**config.mk**
```make
export PLATFORM = sky130hd
export DESIGN_NAME = mul_err_monitor
export DESIGN_NICKNAME = d
export VERILOG_FILES = /design/src/rtl/mul_err_monitor.sv
export SDC_FILE = /design/constraint.sdc
export NUM_CORES = 1
export LEC_CHECK = 0
export BUFFER_PORTS_ARGS = -buffer_cell sky130_fd_sc_hd__buf_2
export CELL_PAD_IN_SITES_DETAIL_PLACEMENT = 1
export CELL_PAD_IN_SITES_GLOBAL_PLACEMENT = 1
export CORE_ASPECT_RATIO = 1.25
export CORE_MARGIN = 4
export CORE_UTILIZATION = 45
export DETAILED_ROUTE_END_ITERATION = 10
export PLACE_DENSITY_LB_ADDON = 0.1
export RECOVER_POWER = 50
export SETUP_SLACK_MARGIN = 0.05
export SLEW_MARGIN = 10
export SYNTH_ARGS = -nofsm -noshare
export SYNTH_HDL_FRONTEND = slang
export SYNTH_SLANG_ARGS = --single-unit
```
**constraint.sdc**
```tcl
create_clock -name clk -period 5.6 [get_ports clk]
set_input_delay 0.56 -clock clk [delete_from_list [all_inputs] [get_ports clk]]
set_output_delay 0.56 -clock clk [all_outputs]
set_load 0.1 [all_outputs]
```
**src/rtl/mul_err_monitor.sv**
```systemverilog
`timescale 1ns/1ps
`default_nettype none
// ============================================================================
// Module      : mul_err_monitor
// Description : On-chip accuracy monitor for approximate WIDTHxWIDTH
//               multipliers (mismatches, sum/max error distance). Define
//               ERR_BIAS_EN to add the saturating signed bias accumulator.
// Revision    : 1.0 - initial release
// ============================================================================
module mul_err_monitor #(
    parameter int WIDTH = 8,
    parameter int CNT_W = 17,
    parameter int SUM_W = 32
) (
    input  logic                 clk,
    input  logic                 rst_n,
    input  logic                 start,
    input  logic [CNT_W-1:0]     num_samples,
    input  logic                 in_valid,
    output logic                 in_ready,
    input  logic [WIDTH-1:0]     a,
    input  logic [WIDTH-1:0]     b,
    input  logic [2*WIDTH-1:0]   y_approx,
    output logic                 busy,
    output logic                 done,
    output logic [CNT_W-1:0]     sample_cnt,
    output logic [CNT_W-1:0]     err_cnt,
    output logic [SUM_W-1:0]     sum_ed,
    output logic [2*WIDTH-1:0]   max_ed,
    output logic [WIDTH-1:0]     max_a,
    output logic [WIDTH-1:0]     max_b,
    output logic [SUM_W:0]       sum_bias
);

    localparam int PW    = 2 * WIDTH;
    localparam int EXT_W = ((SUM_W > PW) ? SUM_W : PW) + 1;
    localparam logic [EXT_W-1:0] c_SUM_MAX = {{(EXT_W-SUM_W){1'b0}}, {SUM_W{1'b1}}};

    typedef enum logic [1:0] {
        S_IDLE  = 2'd0,
        S_RUN   = 2'd1,
        S_DRAIN = 2'd2,
        S_DONE  = 2'd3
    } state_t;

    state_t             state_q, state_d;
    logic [CNT_W-1:0]   n_q, acc_q;
    logic               v1_q, v2_q;
    logic [WIDTH-1:0]   a1_q, b1_q, a2_q, b2_q;
    logic [PW-1:0]      y1_q, ex1_q, ed2_q;
    logic [CNT_W-1:0]   sample_cnt_q, err_cnt_q;
    logic [SUM_W-1:0]   sum_ed_q;
    logic [PW-1:0]      max_ed_q;
    logic [WIDTH-1:0]   max_a_q, max_b_q;

    logic               w_start_ok;
    logic               w_accept;
    logic [PW-1:0]      w_exact;
    logic [PW-1:0]      w_ed;
    logic [EXT_W-1:0]   w_sum_ext;
    logic [SUM_W-1:0]   w_sum_next;

    assign w_start_ok = start && ((state_q == S_IDLE) || (state_q == S_DONE));
    assign in_ready   = (state_q == S_RUN) && (acc_q < n_q);
    assign w_accept   = in_valid && in_ready;
    assign busy       = (state_q == S_RUN) || (state_q == S_DRAIN);
    assign done       = (state_q == S_DONE);

    always_ff @(posedge clk) begin
        if (!rst_n) state_q <= S_IDLE;
        else        state_q <= state_d;
    end

    always_comb begin
        state_d = state_q;
        case (state_q)
            S_IDLE, S_DONE: if (start) state_d = S_RUN;
            S_RUN:          if (acc_q == n_q) state_d = S_DRAIN;
            S_DRAIN:        if (!v1_q && !v2_q) state_d = S_DONE;
            default:        state_d = S_IDLE;
        endcase
    end

    always_ff @(posedge clk) begin
        if (!rst_n) begin
            n_q   <= '0;
            acc_q <= '0;
        end else if (w_start_ok) begin
            n_q   <= num_samples;
            acc_q <= '0;
        end else if (w_accept) begin
            acc_q <= acc_q + CNT_W'(1);
        end
    end

    // Valid bits are flushed on start as well as reset so a new run never
    // sees a sample left over from an aborted one.
    always_ff @(posedge clk) begin
        if (!rst_n || w_start_ok) begin
            v1_q <= 1'b0;
            v2_q <= 1'b0;
        end else begin
            v1_q <= w_accept;
            v2_q <= v1_q;
        end
    end

    assign w_exact = {{WIDTH{1'b0}}, a} * {{WIDTH{1'b0}}, b};
    assign w_ed    = (y1_q >= ex1_q) ? (y1_q - ex1_q) : (ex1_q - y1_q);

    always_ff @(posedge clk) begin
        if (w_accept) begin
            a1_q  <= a;
            b1_q  <= b;
            y1_q  <= y_approx;
            ex1_q <= w_exact;
        end
        if (v1_q) begin
            a2_q  <= a1_q;
            b2_q  <= b1_q;
            ed2_q <= w_ed;
        end
    end

    assign w_sum_ext  = {{(EXT_W-SUM_W){1'b0}}, sum_ed_q} + {{(EXT_W-PW){1'b0}}, ed2_q};
    assign w_sum_next = (w_sum_ext > c_SUM_MAX) ? {SUM_W{1'b1}} : w_sum_ext[SUM_W-1:0];

    // Strict greater-than keeps the operands of the first sample at the max.
    always_ff @(posedge clk) begin
        if (!rst_n || w_start_ok) begin
            sample_cnt_q <= '0;
            err_cnt_q    <= '0;
            sum_ed_q     <= '0;
            max_ed_q     <= '0;
            max_a_q      <= '0;
            max_b_q      <= '0;
        end else if (v2_q) begin
            sample_cnt_q <= sample_cnt_q + CNT_W'(1);
            if (ed2_q != '0) err_cnt_q <= err_cnt_q + CNT_W'(1);
            sum_ed_q <= w_sum_next;
            if (ed2_q > max_ed_q) begin
                max_ed_q <= ed2_q;
                max_a_q  <= a2_q;
                max_b_q  <= b2_q;
            end
        end
    end

    assign sample_cnt = sample_cnt_q;
    assign err_cnt    = err_cnt_q;
    assign sum_ed     = sum_ed_q;
    assign max_ed     = max_ed_q;
    assign max_a      = max_a_q;
    assign max_b      = max_b_q;

`ifdef ERR_BIAS_EN
    localparam int DW = PW + 1;
    localparam int BW = (((SUM_W + 1) > DW) ? (SUM_W + 1) : DW) + 1;
    localparam logic signed [BW-1:0] c_BIAS_MAX = {{(BW-SUM_W){1'b0}}, {SUM_W{1'b1}}};
    localparam logic signed [BW-1:0] c_BIAS_MIN = {{(BW-SUM_W){1'b1}}, {SUM_W{1'b0}}};

    logic [PW:0]            diff2_q;
    logic [SUM_W:0]         bias_q;
    logic signed [BW-1:0]   w_bias_ext;

    always_ff @(posedge clk) begin
        if (v1_q) diff2_q <= {1'b0, y1_q} - {1'b0, ex1_q};
    end

    assign w_bias_ext = $signed({{(BW-SUM_W-1){bias_q[SUM_W]}}, bias_q})
                      + $signed({{(BW-DW){diff2_q[PW]}}, diff2_q});

    always_ff @(posedge clk) begin
        if (!rst_n || w_start_ok) begin
            bias_q <= '0;
        end else if (v2_q) begin
            if (w_bias_ext > c_BIAS_MAX)      bias_q <= c_BIAS_MAX[SUM_W:0];
            else if (w_bias_ext < c_BIAS_MIN) bias_q <= c_BIAS_MIN[SUM_W:0];
            else                              bias_q <= w_bias_ext[SUM_W:0];
        end
    end

    assign sum_bias = bias_q;
`else
    assign sum_bias = '0;
`endif

endmodule
`default_nettype wire

```
==> key figures <==
STA
  • Slew HR: -0.207
  • Count of final hold-check violations: 0
  • Period minus WS final: approximately 4400 ps
  • Fin crit share: 0.787
  • Skew final: about 23 ps
  • Fmax achieved: 227 MHz
  • Worst-Margin Slew: ~1800 ps
  • Sum of negative setup slack: 0 ps
  • Final setup vio count: 0
  • Slew Limit Fails: 34
  • RSZ-0062 raised after global routing: no

Yosys
  • Synth Cell Area: 13500 um^2
  • Area share of the largest cell type after synthesis: 0.201
  • List of most frequent post-synthesis cells: dfxtp_1 (136), inv_1 (135), ha_1 (123)
  • Sequential area share after synthesis: 0.379
  • Cell count after synthesis: 1435
  • Largest family of logic cells by synthesized area: adder cells
  • Post-synth EDFFs: 80
  • Synth Area in Simple Gates: 0.163
  • Avg Inst Size Synth: 9.42 um^2
  • Largest area contributor in the netlist: dfxtp_1
  • Adder-cell share of the synthesized area: 0.172
  • Post-synth top flop: dfxtp_1
  • Post-synthesis cell type count: 76
  • Mux cell area share after synthesis: 0.0290
  • Top cells by area, synth: dfxtp_1 (20%), edfxtp_1 (18%), ha_1 (11%)
  • Synthesized flop and latch total: 216
  • Ys async rst share: 0
  • Most common cell in the netlist: dfxtp_1
  • Yosys warnings: 0
  • Synth Area in Compound Gates: 0.140
  • Synth Area in XOR/XNOR: 0.0447

Finish
  • Area Overhead vs Synth: 12.1%
  • Number of inserted diodes: 0
  • Fill count: 3526
  • Nets: 1786
  • FF/Latch Area: 5120 um^2
  • Area of the multi-input gates: 7560 um^2
  • Fin area: 15200 um^2
  • Layout cells sized above 1: 0.0623

Clocking
  • CTS tree: done
  • CTS max path bufs: 3
  • Clk Latency, worst-skew pair: 530 ps
  • Clock root buffer: clkbuf_16
  • Post-cts resize count: 0
  • CTS Buf Count: 25
  • Post-CTS Setup Bufs: 0
  • Hold buffers post-CTS: 0
  • Clock Sinks: 216
  • Worst-path clk slew: 60 ps
  • H-tree levels: 1

Power and ir drop
  • Clock share of power: 0.289
  • Leakage: 6.22 nW
  • Internal power: 3.52 mW
  • Sw frac: 0.373
  • Sequential share of power: 0.346
  • Pwr Density: 371 nW/um^2
  • Psw: approximately 2.1 mW
  • Logic pwr share: 0.364
  • VDD IR-drop max: 0.303 mV

Place
  • # port buffers: 153
  • GPL Wtd Cong: approximately 0.82
  • Placed cell area: 14500 um^2
  • Detailed placement HPWL: 26300 um

Floorplanning
  • Initial core utilization: 0.459
  • Core footprint: 29400 um^2
  • Die Span Y: ~200 um
  • Die area: 32900 um^2
  • Die Span X: 163 um
  • Row cnt: 70
  • # IOs: 187

Min path
  • WHS Path Cells: 1
  • Worst hold endpoint: y1_q[10]
  • HP Start: y_approx[10]
  • Hold WC Path Type: primary input to flop

Global routing
  • Remaining Overflow, GRT: 0
  • Number of global-route vias before repair: 11195
  • Total track usage: 0.207
  • Global-route wire length before repair: between 50000 and 60000 um
  • Largest net degree at the start of global routing: 50
  • Initial antenna violation count: 0

Setup path
  • RR Endpoint: ed2_q[6]
  • Crit-path cells: clkbuf_1, nand2_1, fa_1, fa_1, inv_1, fa_1, inv_1, fa_1, inv_1, ha_1, a21o_1, a31o_2, a41oi_1, a21oi_1, xnor2_1
  • WP data arrival: 4650 ps
  • Reg2Reg Depth: 10
  • Worst Path Class, Setup: primary input to flop
  • Most used cell, CP: fa_1
  • CP required: roughly 5900 ps
  • Slowest-stage cell, CP: fa_1
  • FF-to-FF setup slack: 1890 ps
  • Setup crit start kind: primary input
  • Setup crit end kind: flop
  • Critical Path Max Stage Delay: 550 ps
  • FF-to-FF Start: y1_q[5]
  • Critical path fanouts, max: 9

Drt
  • Vias: 10552
  • DRT met1 WL: roughly 14000 um
  • WL final: between 30000 and 40000 um
  • Iter 0 DRT Violations: 550
  • DR pass1 iterations: 4
  • DR WL/cell: 17.5 um
  • Vias per cell: roughly 5.3
  • Final antenna-violating net count: 0
  • Uppermost routed layer: met4
  • WL met2: 18400 um
  • DR WL met3: 1270 um
  • Drt drc: 0

Job
  • Total of max-cap violations: 1

Status
  • Status: finished with violations
  • Failing checks: max-capacitance violations, max-slew violations
[power groups by stage]
| stage | sequential [mW] | combinational (mW) | clock (mW) |
|---|---|---|---|
| 5_1_grt | 1.96 | 2.30 | 1.74 |
| 3_5_place_dp | 1.98 | 2.06 | 0 |
| 4_1_cts | 1.95 | 2.08 | 1.68 |
| 6_report | 1.95 | 2.05 | 1.62 |
| 3_3_place_gp | 1.98 | 2.02 | 0 |
| 2_1_floorplan | 2.00 | 1.53 | 0 |
[state kept, by name, summed over array words and instances, names as in the netlist]
| signal | cells |
|---|---|
| sum_ed | 32 |
| acc_q | 17 |
| err_cnt | 17 |
| n_q | 17 |
| sample_cnt | 17 |
| ed2_q | 16 |
| ex1_q | 16 |
| max_ed | 16 |
| y1_q | 16 |
| a1_q | 8 |
| a2_q | 8 |
| b1_q | 8 |
| b2_q | 8 |
| max_a | 8 |
| max_b | 8 |
| state_q | 2 |
| v1_q | 1 |
| v2_q | 1 |
[cell families after synthesis]
logic type | Yosys count
muxes | 39
AOI/OAI and AO/OA | 288
xor gates and xnor gates | 69
other | 1
and+or+nand+nor | 444
DFF | 216
adders and majority gates | 162
buffers and inverters | 216
[critical path: cells and delay by family]
family,cells,cell delay (ps)
buf+inv,4,450
xor+xnor,1,150
fa+ha+maj,5,2490
compound gates,4,850
simple gates,1,140
[cells in the final DEF, fill, tap and decap left out, types with 7 or more instances in the layout]
cell and count:
or3_1 20, nor3_1 21, a21boi_0 17, clkbuf_1 127
buf_2 39, a31oi_1 7, inv_1 135, and2_1 57
o21a_1 9, xor2_1 36, o21ai_0 67, conb_1 33
nand3_1 30, a21oi_1 79, and3_1 20, fa_1 39
nand4_1 19, a21o_1 37, clkbuf_16 26, xnor2_1 33
edfxtp_1 80, nand2_1 110, nand2b_1 11, mux2i_1 38
ha_1 123, nor2_1 111, dfxtp_1 136, nor2b_1 9
a211oi_1 17
[layout make-up]
| type | count | share of cell area |
|---|---|---|
| clock inverters | 6 | 0.00578 |
| clock buffers | 40 | 0.0477 |
| flip-flops and latches | 216 | 0.338 |
| inverters | 135 | 0.0334 |
| multi-input cells | 1035 | 0.499 |
| repair buffers | 158 | 0.0434 |
| well taps | 396 | 0.0327 |
[through the flow]
| step | setup slack, ps | instances | total power [mW] | hold slack (ps) | util |
|---|---|---|---|---|---|
| after floorplan | 1280 | 1467 | 3.53 | 400 | - |
| after global placement | 928 | 1940 | 3.99 | 404 | 0.492 |
| after detailed placement | 843 | 1940 | 4.04 | 406 | 0.492 |
| after CTS | 1400 | 1986 | 5.70 | 180 | 0.520 |
| after global routing | 1020 | 1986 | 6.00 | 179 | 0.515 |
| final | 1190 | 1986 | 5.62 | 206 | 0.515 |
[how the worst max path moves through the flow]
| stage | startpoint | endpoint | slack [ps] | cells after the start |
|---|---|---|---|---|
| final | b[7] | ex1_q[15] | 1190 | 15 |
| after global routing | b[7] | ex1_q[15] | 1020 | 15 |
| after CTS | b[7] | ex1_q[15] | 1400 | 15 |
| after detailed placement | b[7] | ex1_q[15] | 840 | 15 |
| after global placement | b[7] | ex1_q[15] | 930 | 14 |
| after floorplan | b[7] | ex1_q[15] | 1280 | 13 |
[routing by layer]
layer	GRT usage	vias up
met5	0	-
met4	0.0587	0
met3	0.0260	52
met2	0.387	183
met1	0.247	5153
li1	-	5164
No activity file was read; power rests on OpenSTA's default activity.
